[config.mk]
export PLATFORM = sky130hd
export DESIGN_NAME = fetch_unit_flat
export DESIGN_NICKNAME = d
export VERILOG_FILES = /design/src/rtl/fetch_unit_if.sv /design/src/rtl/fetch_unit.sv /design/src/flat_wrapper.sv
export SDC_FILE = /design/constraint.sdc
export NUM_CORES = 1
export LEC_CHECK = 0
export CORE_MARGIN = 5
export CORE_UTILIZATION = 37
export CTS_BUF_LIST = sky130_fd_sc_hd__clkbuf_16
export CTS_CLUSTER_DIAMETER = 200
export DETAILED_ROUTE_END_ITERATION = 12
export PLACE_DENSITY_LB_ADDON = 0.25
export SKIP_LAST_GASP = 1
export SYNTH_ARGS = -nofsm -noshare
export SYNTH_HDL_FRONTEND = slang
export SYNTH_SLANG_ARGS = --single-unit
[constraint.sdc]
create_clock -name clk -period 3.6 [get_ports clk]
set_input_delay 0.72 -clock clk [delete_from_list [all_inputs] [get_ports clk]]
set_output_delay 0.72 -clock clk [all_outputs]
set_load 0.02 [all_outputs]
[src/rtl/fetch_unit_if.sv]
// Fetch unit bus: imem request/response channel, ID-stage handshake and redirect.
// Optional FETCH_PERF_EN adds the perf_fetched / perf_discarded counters.
interface fetch_unit_if;
  logic        imem_req_valid;
  logic        imem_req_ready;
  logic [31:0] imem_req_addr;
  logic        imem_rsp_valid;
  logic [31:0] imem_rsp_data;
  logic        id_valid;
  logic        id_ready;
  logic [31:0] id_pc;
  logic [31:0] id_instr;
  logic        redirect_valid;
  logic [31:0] redirect_pc;
`ifdef FETCH_PERF_EN
  logic [31:0] perf_fetched;
  logic [31:0] perf_discarded;
`endif

  // Fetch unit side
  modport master (
    output imem_req_valid, imem_req_addr,
    input  imem_req_ready,
    input  imem_rsp_valid, imem_rsp_data,
    output id_valid, id_pc, id_instr,
    input  id_ready,
    input  redirect_valid, redirect_pc
`ifdef FETCH_PERF_EN
    , output perf_fetched, perf_discarded
`endif
  );

  // Instruction memory / ID stage / redirect source side
  modport slave (
    input  imem_req_valid, imem_req_addr,
    output imem_req_ready,
    output imem_rsp_valid, imem_rsp_data,
    input  id_valid, id_pc, id_instr,
    output id_ready,
    output redirect_valid, redirect_pc
`ifdef FETCH_PERF_EN
    , input perf_fetched, perf_discarded
`endif
  );
endinterface

[src/rtl/fetch_unit.sv]
// IF stage: owns the PC, issues in-order word fetches under a credit limit,
// buffers returned words with their PCs in a small FIFO and presents the head
// to ID. Redirect flushes the FIFO and discards every response still in flight.
// Optional macro FETCH_PERF_EN adds fetched/discarded performance counters.
module fetch_unit #(
  parameter logic [31:0] RESET_PC        = 32'h0000_0000,
  parameter int          FIFO_DEPTH      = 4,
  parameter int          MAX_OUTSTANDING = 2
) (
  input  logic         clk,
  input  logic         rst_n,
  fetch_unit_if.master bus
);

  localparam int PW = $clog2(FIFO_DEPTH);
  localparam int CW = $clog2(FIFO_DEPTH) + 1;
  localparam int OW = $clog2(MAX_OUTSTANDING) + 1;

  logic [31:0]   pc;
  logic [31:0]   rsp_pc;
  logic [31:0]   fifo_pc    [FIFO_DEPTH];
  logic [31:0]   fifo_instr [FIFO_DEPTH];
  logic [PW-1:0] wr_ptr;
  logic [PW-1:0] rd_ptr;
  logic [CW-1:0] fifo_count;
  logic [OW-1:0] outstanding;
  logic [OW-1:0] outstanding_next;
  logic [OW-1:0] discard;

  logic credit_ok;
  logic req_fire;
  logic rsp_accept;
  logic rsp_drop;
  logic push;
  logic pop;
  logic id_valid;

  // Buffer slots plus in-flight requests may never exceed the FIFO size,
  // which is what guarantees a returning word always has a slot.
  assign credit_ok = ((32'(fifo_count) + 32'(outstanding)) < 32'(FIFO_DEPTH)) &&
                     (32'(outstanding) < 32'(MAX_OUTSTANDING));
  assign bus.imem_req_valid = rst_n && credit_ok;
  assign bus.imem_req_addr  = pc;
  assign req_fire           = bus.imem_req_valid && bus.imem_req_ready;

  // Responses with no credit behind them (e.g. after a reset) are ignored.
  assign rsp_accept = bus.imem_rsp_valid && (outstanding != '0);
  assign rsp_drop   = rsp_accept && ((discard != '0) || bus.redirect_valid);
  assign push       = rsp_accept && (discard == '0) && !bus.redirect_valid;

  assign outstanding_next = outstanding + OW'(req_fire) - OW'(rsp_accept);

  // ID sees only registered FIFO contents; the zero gating keeps idle outputs clean.
  assign id_valid     = (fifo_count != '0);
  assign pop          = id_valid && bus.id_ready && !bus.redirect_valid;
  assign bus.id_valid = id_valid;
  assign bus.id_pc    = id_valid ? fifo_pc[rd_ptr]    : 32'h0;
  assign bus.id_instr = id_valid ? fifo_instr[rd_ptr] : 32'h0;

  // Control state: PC, response PC, FIFO pointers and the credit/discard counters.
  // NOTE: every register in a clocked block uses <= so all updates see pre-edge values.
  always_ff @(posedge clk) begin
    if (!rst_n) begin
      pc          <= RESET_PC;
      rsp_pc      <= RESET_PC;
      wr_ptr      <= '0;
      rd_ptr      <= '0;
      fifo_count  <= '0;
      outstanding <= '0;
      discard     <= '0;
    end else begin
      outstanding <= outstanding_next;
      if (bus.redirect_valid) begin
        pc         <= {bus.redirect_pc[31:2], 2'b00};
        rsp_pc     <= {bus.redirect_pc[31:2], 2'b00};
        wr_ptr     <= '0;
        rd_ptr     <= '0;
        fifo_count <= '0;
        discard    <= outstanding_next;
      end else begin
        if (req_fire) pc <= pc + 32'd4;
        if (push) begin
          rsp_pc <= rsp_pc + 32'd4;
          wr_ptr <= wr_ptr + PW'(1);
        end
        if (pop) rd_ptr <= rd_ptr + PW'(1);
        fifo_count <= fifo_count + CW'(push) - CW'(pop);
        if (rsp_drop) discard <= discard - OW'(1);
      end
    end
  end

  // FIFO storage: written on push, read through rd_ptr.
  // NOTE: the data array is not reset; fifo_count alone decides which entries are live.
  always_ff @(posedge clk) begin
    if (push) begin
      fifo_pc[wr_ptr]    <= rsp_pc;
      fifo_instr[wr_ptr] <= bus.imem_rsp_data;
    end
  end

`ifdef FETCH_PERF_EN
  logic [31:0] perf_fetched;
  logic [31:0] perf_discarded;

  // Count delivered instructions and every word thrown away (dropped or flushed).
  always_ff @(posedge clk) begin
    if (!rst_n) begin
      perf_fetched   <= '0;
      perf_discarded <= '0;
    end else begin
      if (pop) perf_fetched <= perf_fetched + 32'd1;
      perf_discarded <= perf_discarded + 32'(rsp_drop) +
                        (bus.redirect_valid ? 32'(fifo_count) : 32'd0);
    end
  end

  assign bus.perf_fetched   = perf_fetched;
  assign bus.perf_discarded = perf_discarded;
`endif

  // Credit accounting must make FIFO overflow and discard overrun impossible.
  assert property (@(posedge clk) disable iff (!rst_n)
    !(push && !pop && (32'(fifo_count) == 32'(FIFO_DEPTH))));
  assert property (@(posedge clk) disable iff (!rst_n) discard <= outstanding);

endmodule

[src/flat_wrapper.sv]
// flat-port wrapper written by rule: the top's interface ports become plain ports
module fetch_unit_flat 
#(
  parameter logic [31:0] RESET_PC        = 32'h0000_0000,
  parameter int          FIFO_DEPTH      = 4,
  parameter int          MAX_OUTSTANDING = 2
)
  (clk, rst_n, bus_imem_req_valid, bus_imem_req_addr, bus_imem_req_ready, bus_imem_rsp_valid, bus_imem_rsp_data, bus_id_valid, bus_id_pc, bus_id_instr, bus_id_ready, bus_redirect_valid, bus_redirect_pc);
  fetch_unit_if bus_i ();
  input  logic clk;
  input  logic rst_n;
  output wire logic [$bits(bus_i.imem_req_valid)-1:0] bus_imem_req_valid;
  output wire logic [$bits(bus_i.imem_req_addr)-1:0] bus_imem_req_addr;
  input wire logic [$bits(bus_i.imem_req_ready)-1:0] bus_imem_req_ready;
  input wire logic [$bits(bus_i.imem_rsp_valid)-1:0] bus_imem_rsp_valid;
  input wire logic [$bits(bus_i.imem_rsp_data)-1:0] bus_imem_rsp_data;
  output wire logic [$bits(bus_i.id_valid)-1:0] bus_id_valid;
  output wire logic [$bits(bus_i.id_pc)-1:0] bus_id_pc;
  output wire logic [$bits(bus_i.id_instr)-1:0] bus_id_instr;
  input wire logic [$bits(bus_i.id_ready)-1:0] bus_id_ready;
  input wire logic [$bits(bus_i.redirect_valid)-1:0] bus_redirect_valid;
  input wire logic [$bits(bus_i.redirect_pc)-1:0] bus_redirect_pc;
  assign bus_imem_req_valid = bus_i.imem_req_valid;
  assign bus_imem_req_addr = bus_i.imem_req_addr;
  assign bus_i.imem_req_ready = bus_imem_req_ready;
  assign bus_i.imem_rsp_valid = bus_imem_rsp_valid;
  assign bus_i.imem_rsp_data = bus_imem_rsp_data;
  assign bus_id_valid = bus_i.id_valid;
  assign bus_id_pc = bus_i.id_pc;
  assign bus_id_instr = bus_i.id_instr;
  assign bus_i.id_ready = bus_id_ready;
  assign bus_i.redirect_valid = bus_redirect_valid;
  assign bus_i.redirect_pc = bus_redirect_pc;
  fetch_unit #(.RESET_PC(RESET_PC), .FIFO_DEPTH(FIFO_DEPTH), .MAX_OUTSTANDING(MAX_OUTSTANDING)) u_core (.clk(clk), .rst_n(rst_n), .bus(bus_i));
endmodule
======== After elaboration in Yosys (flattened, before gate mapping) ========
Memory sizes are Yosys's and may differ from the RTL's. A register that Yosys moved wholly into a read port is not among the register bits.
Index checks and enable logic that the tools add are counted.
storage, ports and cells
  input bits .............................. 70
  memories ................................ 2
  register bits ........................... 75
  RAM bits ................................ 256
  logic and storage cells ................. 57
  output and inout port bits .............. 98
cells by class
  reduce and logical (&&, ||, !) cells .... 19
  order comparisons ....................... 2
  $add $sub $neg .......................... 10
  mux-type cells .......................... 14
  bitwise gates (word level) .............. 1
memory list
  name               words  width  rd ports  clocked after Yosys merged registers in  write ports  RTL line          RTL
  u_core.fifo_instr  4      32     1         1                                        1            fetch_unit.sv:22  logic [31:0] fifo_instr [FIFO_DEPTH];
  u_core.fifo_pc     4      32     1         1                                        1            fetch_unit.sv:21  logic [31:0] fifo_pc [FIFO_DEPTH];
operators by type and width
  operator               number
  $mux 32                6
  $add 32x3->32 const B  2
  $lt 32x3->1 const B    1
  $mux 2                 6
  $reduce_bool 2->1      5
  $logic_and 1x1->1      9
  $add 2x1->2 const B    2
  $add 3x2->4            1
  $add 3x1->3            1
  $reduce_bool 3->1      1
  $sub 3x1->3            1
  $add 2x1->2            1
  $logic_not 2->1        1
  $lt 2x2->1 const B     1
  $mux 1                 2
  $reduce_or 2->1        1
  $sub 2x1->2            1
  $sub 2x1->2 const B    1
  $logic_not 1->1        1
  $logic_or 1x1->1       1
  $not 1->1              1

======== Logic depth before layout (Yosys ltp) ========
Gate-level depths: netlist of the first run.
  word-level depth ........................ 8
  depth in mapped cells ................... 11
  mapped depth without buffers ............ 9

======== Worst setup path after synthesis of the first run ========
OpenSTA, ideal clock, no wires.
  path kind ............................... input-to-reg
  start ................................... input bus_redirect_valid
  end ..................................... memory u_core.fifo_instr[1][0] (enable)
  path buffers ............................ 2
  slack ................................... 0.412 ns
  setup time .............................. 0.427 ns
  stages .................................. 4
  arrival time ............................ 2.761 ns
  data required time ...................... 3.173 ns
  cells stage by stage .................... clkbuf_1 -> inv_1 -> clkbuf_1 -> and3_1
between the ends
  cells in the longest elaborated chain, start to end .. 4
RTL lines
  element                       RTL line            RTL
  start, declared               flat_wrapper.sv:21  input wire logic [$bits(bus_i.redirect_valid)-1:0] bus_redirect_valid;
  $logic_not 1->1               fetch_unit.sv:49    assign push = rsp_accept && (discard == '0) && !bus.redirect_valid;
  $logic_and 1x1->1             fetch_unit.sv:49
  $mux 1                        fetch_unit.sv:96    if (push) begin
  $mux 1 (not written as such)  fetch_unit.sv:98    fifo_instr[wr_ptr] <= bus.imem_rsp_data;
  end, declared                 fetch_unit.sv:22
No other way between the ends.

==> flow_summary.yaml, run 1 <==
sta:
  fin_skew_ps: 13.8
  whs_ps: 502
  period_share_pct: 94.0
  slew_headroom_pct: 59.5
  min_period_ps: 3380
  fin_setup_tns_ps: 0
  worstMarginPinSlew_ps: 607
  hold_violations: 0
  slew_viol_final: 0
  setup_violations: 0
  rsz0062_at_grt: "no"
  max_freq_ghz: 0.296
global_routing:
  use_met2_pct: 23.6
  grt_use_met3_pct: 2.84
  use_met1_pct: 21.1
  globalRouteOverflowTotal: 0
  grt_max_degree: 66
  antenna_found_initial: 0
  track_usage_pct: 14.8
  first_global_vias: 8413
  busiest_layer: "met2"
  grt_first_pass_wirelength_mm: 48.2
cts:
  htreeDepth: 2
  cts_inserted_buffers: 37
  post_cts_resized: 0
  holdBufCountCts: 0
  insertion_delay_ps: 510
  clkTransAtPathRegs_ps: 60
  cts_setup_buffers: 0
  ctsRootBufferMaster: "clkbuf_16"
  clock_path_buffers: 3
  cts.sinks: 321
  cts_tree: "done"
finish:
  n_fill_cell: 3176
  fin_area_um2: 16900
  final_cells: 1567
  diodes: 0
  area.growth.synth_to_final_pct: 25.3
  fin_nets: 1154
  drive_gt1_share_pct: 14.0
  final_util_pct: 46.6
setup_path:
  r2r_setup_slack_ps: 800
  worstSetupPathType: "flip-flop to primary output"
  crit_arrival_ps: 2660
  crit_path_start_kind: "flip-flop"
  cp_max_fo: 18
  critPathRequiredTime_ps: 2880
  endpoint_kind: "primary output"
place:
  placed_cell_area_um2: 15800
  place_congestion: 0.780
  dp.cells: 1500
  dp.final_hpwl_mm: 19.3
  portBuffers: 161
route:
  postRouteWirelength_mm: 30.9
  viasPerCell: 5.41
  post_drt_wl_per_cell_um: 19.7
  drtPass1Iterations: 5
  drc_errors: 0
  vias: 8476
  drtIter0Drc: 485
  ant_nets: 0
floorplan:
  initial_core_util_pct: 37.2
  rows: 70
  pin_count: 168
  die-area_um2: 40400
  die_y_um: 201
  coreArea_um2: 36300
  die_w_um: 201
synth:
  yosysUniqueCellTypes: 53
  synthTopCellsByArea: "edfxtp_1 55%, dfxtp_1 11%, mux4_2 10%"
  synth_flop_cell: "edfxtp_1"
  seq_area_frac_synth_pct: 65.9
  synth_edf_count: 248
  ys_ff_latch: 321
  yosysMostFrequentCell: "edfxtp_1"
  synth.top_cell.area_share_pct: 55.1
  postSynth.asyncResetShare_pct: 0
  syn_area_per_cell_um2: 14.9
  syn_inst: 909
  synth_area_leader_cell: "edfxtp_1"
  ys_top_cells_by_count: "248 x edfxtp_1, 73 x dfxtp_1, 67 x and2_1"
  yosys_warnings: 0
  mappedNetlistArea_um2: 13500
worst_hold_path:
  hp-class: "flip-flop to flip-flop"
pwr:
  ir_drop_v: 0.000306
  p_per_area_nw_per_um2: 507
  p_leak_nw: 5.47
flow_run:
  drv_cap: 0
outcome:
  status: "complete, no violations"
-- cells in the final DEF (no fill, tap or decap), types with 3 or more instances in the layout --
cell type and count:
o21a_1 5, nand2_1 25, xor2_1 7, dfxtp_1 71, and2_1 67, nand4_1 23
or3_1 8, clkinv_1 4, ha_1 12, inv_1 24, conb_1 4, bufinv_16 3
mux4_2 62, clkbuf_16 39, nor4_1 12, and3_1 14, o31ai_1 11, and3_2 4
nor2b_1 9, nand3_1 25, o21ai_0 33, a311oi_1 11, nor3_1 26, a211o_1 5
clkinv_2 12, buf_4 13, a31oi_1 16, a21oi_1 15, xnor2_1 15, buf_12 9
edfxtp_1 248, and4_1 17, a211oi_1 19, clkdlybuf4s50_1 160, nor2_1 27, or4_1 10
nor4b_1 3
-- worst paths after layout --
| check | from | endpoint | depth (start not counted) |
|---|---|---|---|
| worst min-delay path | u_core.wr_ptr[1] | u_core.wr_ptr[1] | 2 |
| worst max-delay path | flip-flop | bus_id_pc[30] | 4 |
| worst max register to register | u_core.fifo_count[2] | u_core.fifo_count[2] | 10 |
| worst min register to register | u_core.wr_ptr[1] | u_core.wr_ptr[1] | 2 |
-- flip-flops by register name (all words and copies together) (netlist names), named ones only --
name                      cells
u_core.outstanding            2
u_core.rd_ptr                 2
u_core.fifo_pc              120
u_core.discard                2
u_core.fifo_count             3
u_core.wr_ptr                 2
u_core.bus.imem_req_addr     30
u_core.fifo_instr           128
u_core.rsp_pc                30
-- power by group --
part | switching [mW] | internal [mW]
clock | 1.41 | 2.17
sequential | 0.121 | 4.13
combinational | 0.396 | 0.357
-- layout make-up --
class | instances | area (µm²) | area share [%]
Multi-Input combinational cell | 511 | 4310 | 25.4
Clock inverter | 28 | 204 | 1.20
Inverter | 17 | 63.8 | 0.377
Tap cell | 468 | 586 | 3.46
Timing Repair Buffer | 183 | 1880 | 11.1
Clock buffer | 39 | 976 | 5.76
Sequential cell | 321 | 8910 | 52.6
-- kinds of logic after synthesis --
logic type / synth area share [%]
AO/OA/AOI/OAI: 6.44
AND/OR/NAND/NOR: 12.1
XOR/XNOR: 1.43
flip-flops: 65.9
multiplexers: 10.4
other: 0.0277
adder cells (fa/ha/maj): 1.26
buffers and inverters: 2.41
-- layer usage --
layer | vias up | routed length, µm
met5 | - | 0
met4 | 0 | 622
met3 | 42 | 1750
met2 | 257 | 14400
met1 | 4251 | 14100
li1 | 3926 | -
-- through the flow --
stage	setup WS [ps]	total power, mW
final	216	8.59
after global routing	65.8	8.95
after CTS	147	8.71
after detailed placement	344	5.09
after global placement	380	5.08
after floorplan	412	4.74
-- worst max-delay path: stages, from the launching register on --
cell	delay [ps]
dfxtp_4	620
buf_12	230
mux4_2	510
and2_1	190
clkdlybuf4s50_1	590
Note: power is estimated with default switching activity, not from simulation.
==> run 2, diff against run 1 <==
--- a/config.mk
+++ b/config.mk
@@ -10,6 +10,7 @@
 export CTS_BUF_LIST = sky130_fd_sc_hd__clkbuf_16
 export CTS_CLUSTER_DIAMETER = 200
 export DETAILED_ROUTE_END_ITERATION = 12
+export GPL_ROUTABILITY_DRIVEN = 0
 export PLACE_DENSITY_LB_ADDON = 0.25
 export SKIP_LAST_GASP = 1
 export SYNTH_ARGS = -nofsm -noshare
==> results of run 2 <==
No change in the layout: final DEF, timing and power equal those of run 1.
==> run 3, diff against run 2 <==
--- a/config.mk
+++ b/config.mk
@@ -5,6 +5,7 @@
 export SDC_FILE = /design/constraint.sdc
 export NUM_CORES = 1
 export LEC_CHECK = 0
+export CAP_MARGIN = 0
 export CORE_MARGIN = 5
 export CORE_UTILIZATION = 37
 export CTS_BUF_LIST = sky130_fd_sc_hd__clkbuf_16
==> results of run 3 <==
No change in the layout: final DEF, timing and power equal those of run 1.
